`src/rtl/bbus_arbiter.sv`:
```
// Two-master round-robin arbiter/sequencer for the 16-bit local register bus.
// One bstrobe per granted transaction; reads capture brddata RD_LAT cycles after it.
module bbus_arbiter #(
  parameter int unsigned RD_LAT = 1
) (
  input  logic        clk,
  input  logic        reset,
  input  logic        m0_req,
  input  logic        m1_req,
  input  logic        m0_wr,
  input  logic        m1_wr,
  input  logic [15:0] m0_addr,
  input  logic [15:0] m1_addr,
  input  logic [15:0] m0_wrdata,
  input  logic [15:0] m1_wrdata,
  output logic        m0_ack,
  output logic        m1_ack,
  output logic [15:0] m0_rddata,
  output logic [15:0] m1_rddata,
  output logic [15:0] baddr,
  output logic [15:0] bwrdata,
  output logic        bwr,
  output logic        bstrobe,
  input  logic [15:0] brddata,
  output logic        busy,
  output logic        owner
);

  localparam int unsigned CNT_W = 2;

  typedef enum logic [1:0] {
    ST_IDLE  = 2'd0,
    ST_ISSUE = 2'd1,
    ST_WAIT  = 2'd2,
    ST_DONE  = 2'd3
  } state_t;

  state_t             state, state_nxt;
  logic               last, last_nxt;
  logic               owner_nxt;
  logic               wr_q, wr_nxt;
  logic [CNT_W-1:0]   cnt, cnt_nxt;
  logic [15:0]        baddr_nxt, bwrdata_nxt;
  logic               win;
  logic               cap0, cap1;

  // Next-state and bus-field selection; registered outputs derive from state_nxt.
  always_comb begin
    state_nxt   = state;
    last_nxt    = last;
    owner_nxt   = owner;
    wr_nxt      = wr_q;
    cnt_nxt     = cnt;
    baddr_nxt   = baddr;
    bwrdata_nxt = bwrdata;
    win         = 1'b0;
    cap0        = 1'b0;
    cap1        = 1'b0;

    case (state)
      ST_IDLE: begin
        if (m0_req || m1_req) begin
          // On a tie the master that was not served last wins.
          win         = (m0_req && m1_req) ? ~last : m1_req;
          owner_nxt   = win;
          wr_nxt      = win ? m1_wr     : m0_wr;
          baddr_nxt   = win ? m1_addr   : m0_addr;
          bwrdata_nxt = win ? m1_wrdata : m0_wrdata;
          state_nxt   = ST_ISSUE;
        end
      end
      ST_ISSUE: begin
        if (wr_q) begin
          state_nxt = ST_DONE;
        end else begin
          cnt_nxt   = CNT_W'(RD_LAT - 1);
          state_nxt = ST_WAIT;
        end
      end
      ST_WAIT: begin
        if (cnt == '0) begin
          cap0      = ~owner;
          cap1      = owner;
          state_nxt = ST_DONE;
        end else begin
          cnt_nxt = cnt - CNT_W'(1);
        end
      end
      ST_DONE: begin
        last_nxt  = owner;
        state_nxt = ST_IDLE;
      end
      default: state_nxt = ST_IDLE;
    endcase
  end

  // State and output registers.
  always_ff @(posedge clk) begin
    if (reset) begin
      state     <= ST_IDLE;
      last      <= 1'b1;
      owner     <= 1'b0;
      wr_q      <= 1'b0;
      cnt       <= '0;
      baddr     <= '0;
      bwrdata   <= '0;
      bwr       <= 1'b0;
      bstrobe   <= 1'b0;
      busy      <= 1'b0;
      m0_ack    <= 1'b0;
      m1_ack    <= 1'b0;
      m0_rddata <= '0;
      m1_rddata <= '0;
    end else begin
      state     <= state_nxt;
      last      <= last_nxt;
      owner     <= owner_nxt;
      wr_q      <= wr_nxt;
      cnt       <= cnt_nxt;
      baddr     <= baddr_nxt;
      bwrdata   <= bwrdata_nxt;
      bstrobe   <= (state_nxt == ST_ISSUE);
      bwr       <= (state_nxt == ST_ISSUE) && wr_nxt;
      busy      <= (state_nxt != ST_IDLE);
      m0_ack    <= (state_nxt == ST_DONE) && !owner_nxt;
      m1_ack    <= (state_nxt == ST_DONE) && owner_nxt;
      if (cap0) m0_rddata <= brddata;
      if (cap1) m1_rddata <= brddata;
    end
  end

endmodule

```
`config.mk`:
```
export PLATFORM = sky130hd
export DESIGN_NAME = bbus_arbiter
export DESIGN_NICKNAME = d
export VERILOG_FILES = /design/src/rtl/bbus_arbiter.sv
export SDC_FILE = /design/constraint.sdc
export NUM_CORES = 1
export LEC_CHECK = 0
export BUFFER_PORTS_ARGS = -buffer_cell sky130_fd_sc_hd__buf_2
export CAP_MARGIN = 20
export CORE_ASPECT_RATIO = 0.8
export CORE_MARGIN = 2
export CORE_UTILIZATION = 35
export DETAILED_ROUTE_END_ITERATION = 10
export GPL_ROUTABILITY_DRIVEN = 0
export MAX_ROUTING_LAYER = met4
export PLACE_DENSITY = 0.69
export REMOVE_ABC_BUFFERS = 1
export SKIP_CTS_REPAIR_TIMING = 1
export SYNTH_ARGS = -nofsm -noshare
export SYNTH_HDL_FRONTEND = slang
export SYNTH_SLANG_ARGS = --single-unit
```
`constraint.sdc`:
```
create_clock -name clk -period 1.38 [get_ports clk]
set_input_delay 0.138 -clock clk [delete_from_list [all_inputs] [get_ports clk]]
set_output_delay 0.138 -clock clk [all_outputs]
set_load 0.005 [all_outputs]
```
==> run_results.csv <==
group,metric,value,unit
outcome,run_status,"complete, but fails checks",
outcome,violations,"negative setup slack",
worst_setup_path,slowest_delay,0.37,ns
clock_network,clockBufferDepth,2,
pwr,p_sw,3.30,mW
cells_and_area,multi_input_area,1720,um^2
clock_network,cts_tree,"done",
timing,slew_headroom,0.774,
timing,max_freq,714,MHz
pwr,clkPwrFrac,0.277,
floorplanning,fp-row-count,31,
cells_and_area,n_antenna_cell,0,
worst_setup_path,regToRegSetupSlack,-0.02,ns
synthesis,synth_top_area_frac,0.464,
synthesis,yosys-top-cells-count,"nand2_1, dfxtp_1, a21oi_1, nor2_1, a311oi_2",
drt,via_per_inst,4.92,
worst_setup_path,start_kind,"flop",
drt,antenna_left,0,
cells_and_area,fin_area,5070,um^2
cells_and_area,fillers,832,
timing,period_share,1.02,
worst_hold_path,hold_path.class,"in -> reg",
run,cap_violations,0,
clock_network,cts_made_buffers,9,
drt,dr.pass1.iters,4,
pwr,power,10.4,mW
pwr,ir_drop,0.852,mV
timing,tightest_slew,0.339,ns
drt,vias,3318,
timing,whs,0.0672,ns
synthesis,yosys_most_used_dff,"dfxtp_1",
worst_setup_path,crit_path_max_fanout,5,
floorplanning,coreArea,9080,um^2
floorplanning,die_w,112,um
synthesis,yosysMostFrequentCell,"nand2_1",
floorplanning,dieHeight,90.6,um
drt,wl_per_cell,14.7,um
worst_setup_path,r2r_start,"state[0]",
worst_setup_path,arrival,1.64,ns
synthesis,syn_area,3280,um^2
timing,finalHoldViolations,0,
drt,drc_errors,0,
cells_and_area,regArea,1530,um^2
pwr,swShare,0.318,
synthesis,ys_async_sr_fraction,0,
floorplanning,dieArea,10200,um^2
placed_design,placedInstanceArea,4330,um^2
worst_hold_path,hold_end,"m0_rddata[10]",
clock_network,root_buffer,"clkbuf_16",
timing,setup_tns,-0.0210,ns
global_routing,grt_max_degree,47,
placed_design,pre_cts_ws,-0.0532,ns
pwr,combinationalPowerShare,0.425,
global_routing,grt.total_usage,0.179,
pwr,power_leakage,2.26,nW
worst_hold_path,hold_path_depth,3,
pwr,seqPwrFrac,0.297,
synthesis,syn_inst,382,
worst_setup_path,required,1.61,ns
clock_network,cts-htree-levels,3,
worst_setup_path,crit_chain,"buf_6, ha_4, a21oi_2, a211o_1, nor4_2",
clock_network,clk_latency,0.32,ns
synthesis,ys_types,33,
synthesis,synth-seq-area-share,0.464,
synthesis,synth_area_leaders,"dfxtp_1, nand2_1, a311oi_2, a21oi_1, nor2_1",
cells_and_area,syn_to_final_growth,54.5,%
global_routing,grt_pass1_vias,3082,
timing,finClkSkew,0.00400,ns
pwr,p_int,7.06,mW
synthesis,synth-seq-cells,76,
clock_network,clkTransAtPathRegs,0.06,ns
synthesis,ys_warn_count,0,
clock_network,cts.sinks,76,
drt,first_iter_violations,239,
timing,min_period,1.40,ns
floorplanning,initial_core_util,0.361,
worst_setup_path,reg2regPathDepth,5,
synthesis,synth_edf_count,0,
global_routing,grt_pass1_wl,14.6,mm
placed_design,dpl.hpwl,6.27,mm
global_routing,grt.overflow.total,0,
timing,maxSlewViolCount,0,
worst_hold_path,hp-start,"brddata[10]",
drt,wl,9.92,mm
floorplanning,io_pins,156,
worst_setup_path,critPathKind,"reg -> reg",
worst_setup_path,cp-end-kind,"flop",
worst_setup_path,critPathSlowestCell,"dfxtp_4",
global_routing,antenna_found_initial,0,
worst_setup_path,r2r_end,"bwr",
pwr,p_per_area,2040,nW/um^2
cells_and_area,fin_nets,647,
placed_design,numPortBuffers,155,
synthesis,synth.largest_area_cell,"dfxtp_1",
cells_and_area,drive_gt1_frac,0.473,
timing,rsz0062_at_grt,"true",
timing,finalSetupViolCount,1,
timing,fin_ws,-0.0210,ns
synthesis,avgSynthCellArea,8.58,um^2
layout by cell type, fill, tap and decap left out, types with 2 or more instances in the layout:
cell type	n
buf_2	155
nand2_1	126
dfxtp_1	73
nor2_1	36
a21oi_1	31
a311oi_2	30
buf_4	15
clkbuf_16	14
buf_12	10
buf_6	6
a21oi_2	5
ha_4	5
bufinv_16	4
inv_1	3
o21ai_0	3
nand2_2	3
nor2b_1	3
o21a_4	2
a211o_1	2
nor3_1	2
nor3b_1	2
a311oi_1	2
clkbuf_1	2
dfxtp_2	2
worst max path at each step:
stage,startpoint,end,slack (ns),cells after the start
5_1_grt,state[1],m0_ack,-0.07,6
6_report,state[0],bwr,-0.02,5
4_1_cts,state[0],bwrdata[5],-0.07,6
2_1_floorplan,state[0],bwr,-1.47,5
3_3_place_gp,state[0],bwr,0.01,5
3_5_place_dp,state[0],baddr[6],-0.05,6
state kept, by name, summed over array words and instances (netlist names), 2 cells and up:
name,count
state,2
bwrdata,16
m0_rddata,16
m1_rddata,16
baddr,16
cnt,2
worst max-delay path, delay by kind of cell, from the launching register on:
| kind | cells | cell delay [ns] |
|---|---|---|
| buffers and inverters | 1 | 0.12 |
| AO/OA/AOI/OAI | 2 | 0.43 |
| AND/OR/NAND/NOR | 1 | 0.28 |
| adder cells (fa/ha/maj) | 1 | 0.13 |
| flip-flops | 1 | 0.37 |
routing by layer:
layer	up-vias	global-route usage	wire, um
met5	-	-	0
met4	0	0.0518	75
met3	8	0.0550	846
met2	158	0.283	4670
met1	1513	0.223	4330
li1	1639	-	-
area by class of cell:
cell class                 count  area share
timing repair buffer         191       0.253
multi-input combinational    271       0.339
clock buffer                  12      0.0486
clock inverter                 4      0.0237
tap                          115      0.0284
inverter                       6     0.00593
sequential                    76       0.301
stage by stage:
stage / util / std cells
after global routing: 0.558 / 675
after global placement: 0.477 / 646
after floorplan: - / 352
after detailed placement: 0.477 / 646
final: 0.558 / 675
after CTS: 0.517 / 662
logic make-up after synthesis:
kind of cell,share of synthesized area
simple gates,0.225
buf+inv,0.0576
flops,0.464
fa+ha+maj,0.0229
compound gates,0.230
power groups by stage:
stage / Clock, mW / Sequential [mW] / Combinational [mW]
3_3_place_gp: 0 / 3.06 / 3.25
4_1_cts: 2.95 / 3.03 / 3.36
2_1_floorplan: 0 / 3.06 / 1.59
5_1_grt: 3.08 / 3.15 / 4.76
6_report: 2.87 / 3.08 / 4.40
3_5_place_dp: 0 / 3.06 / 3.37
(Power assumes the default switching activity.)
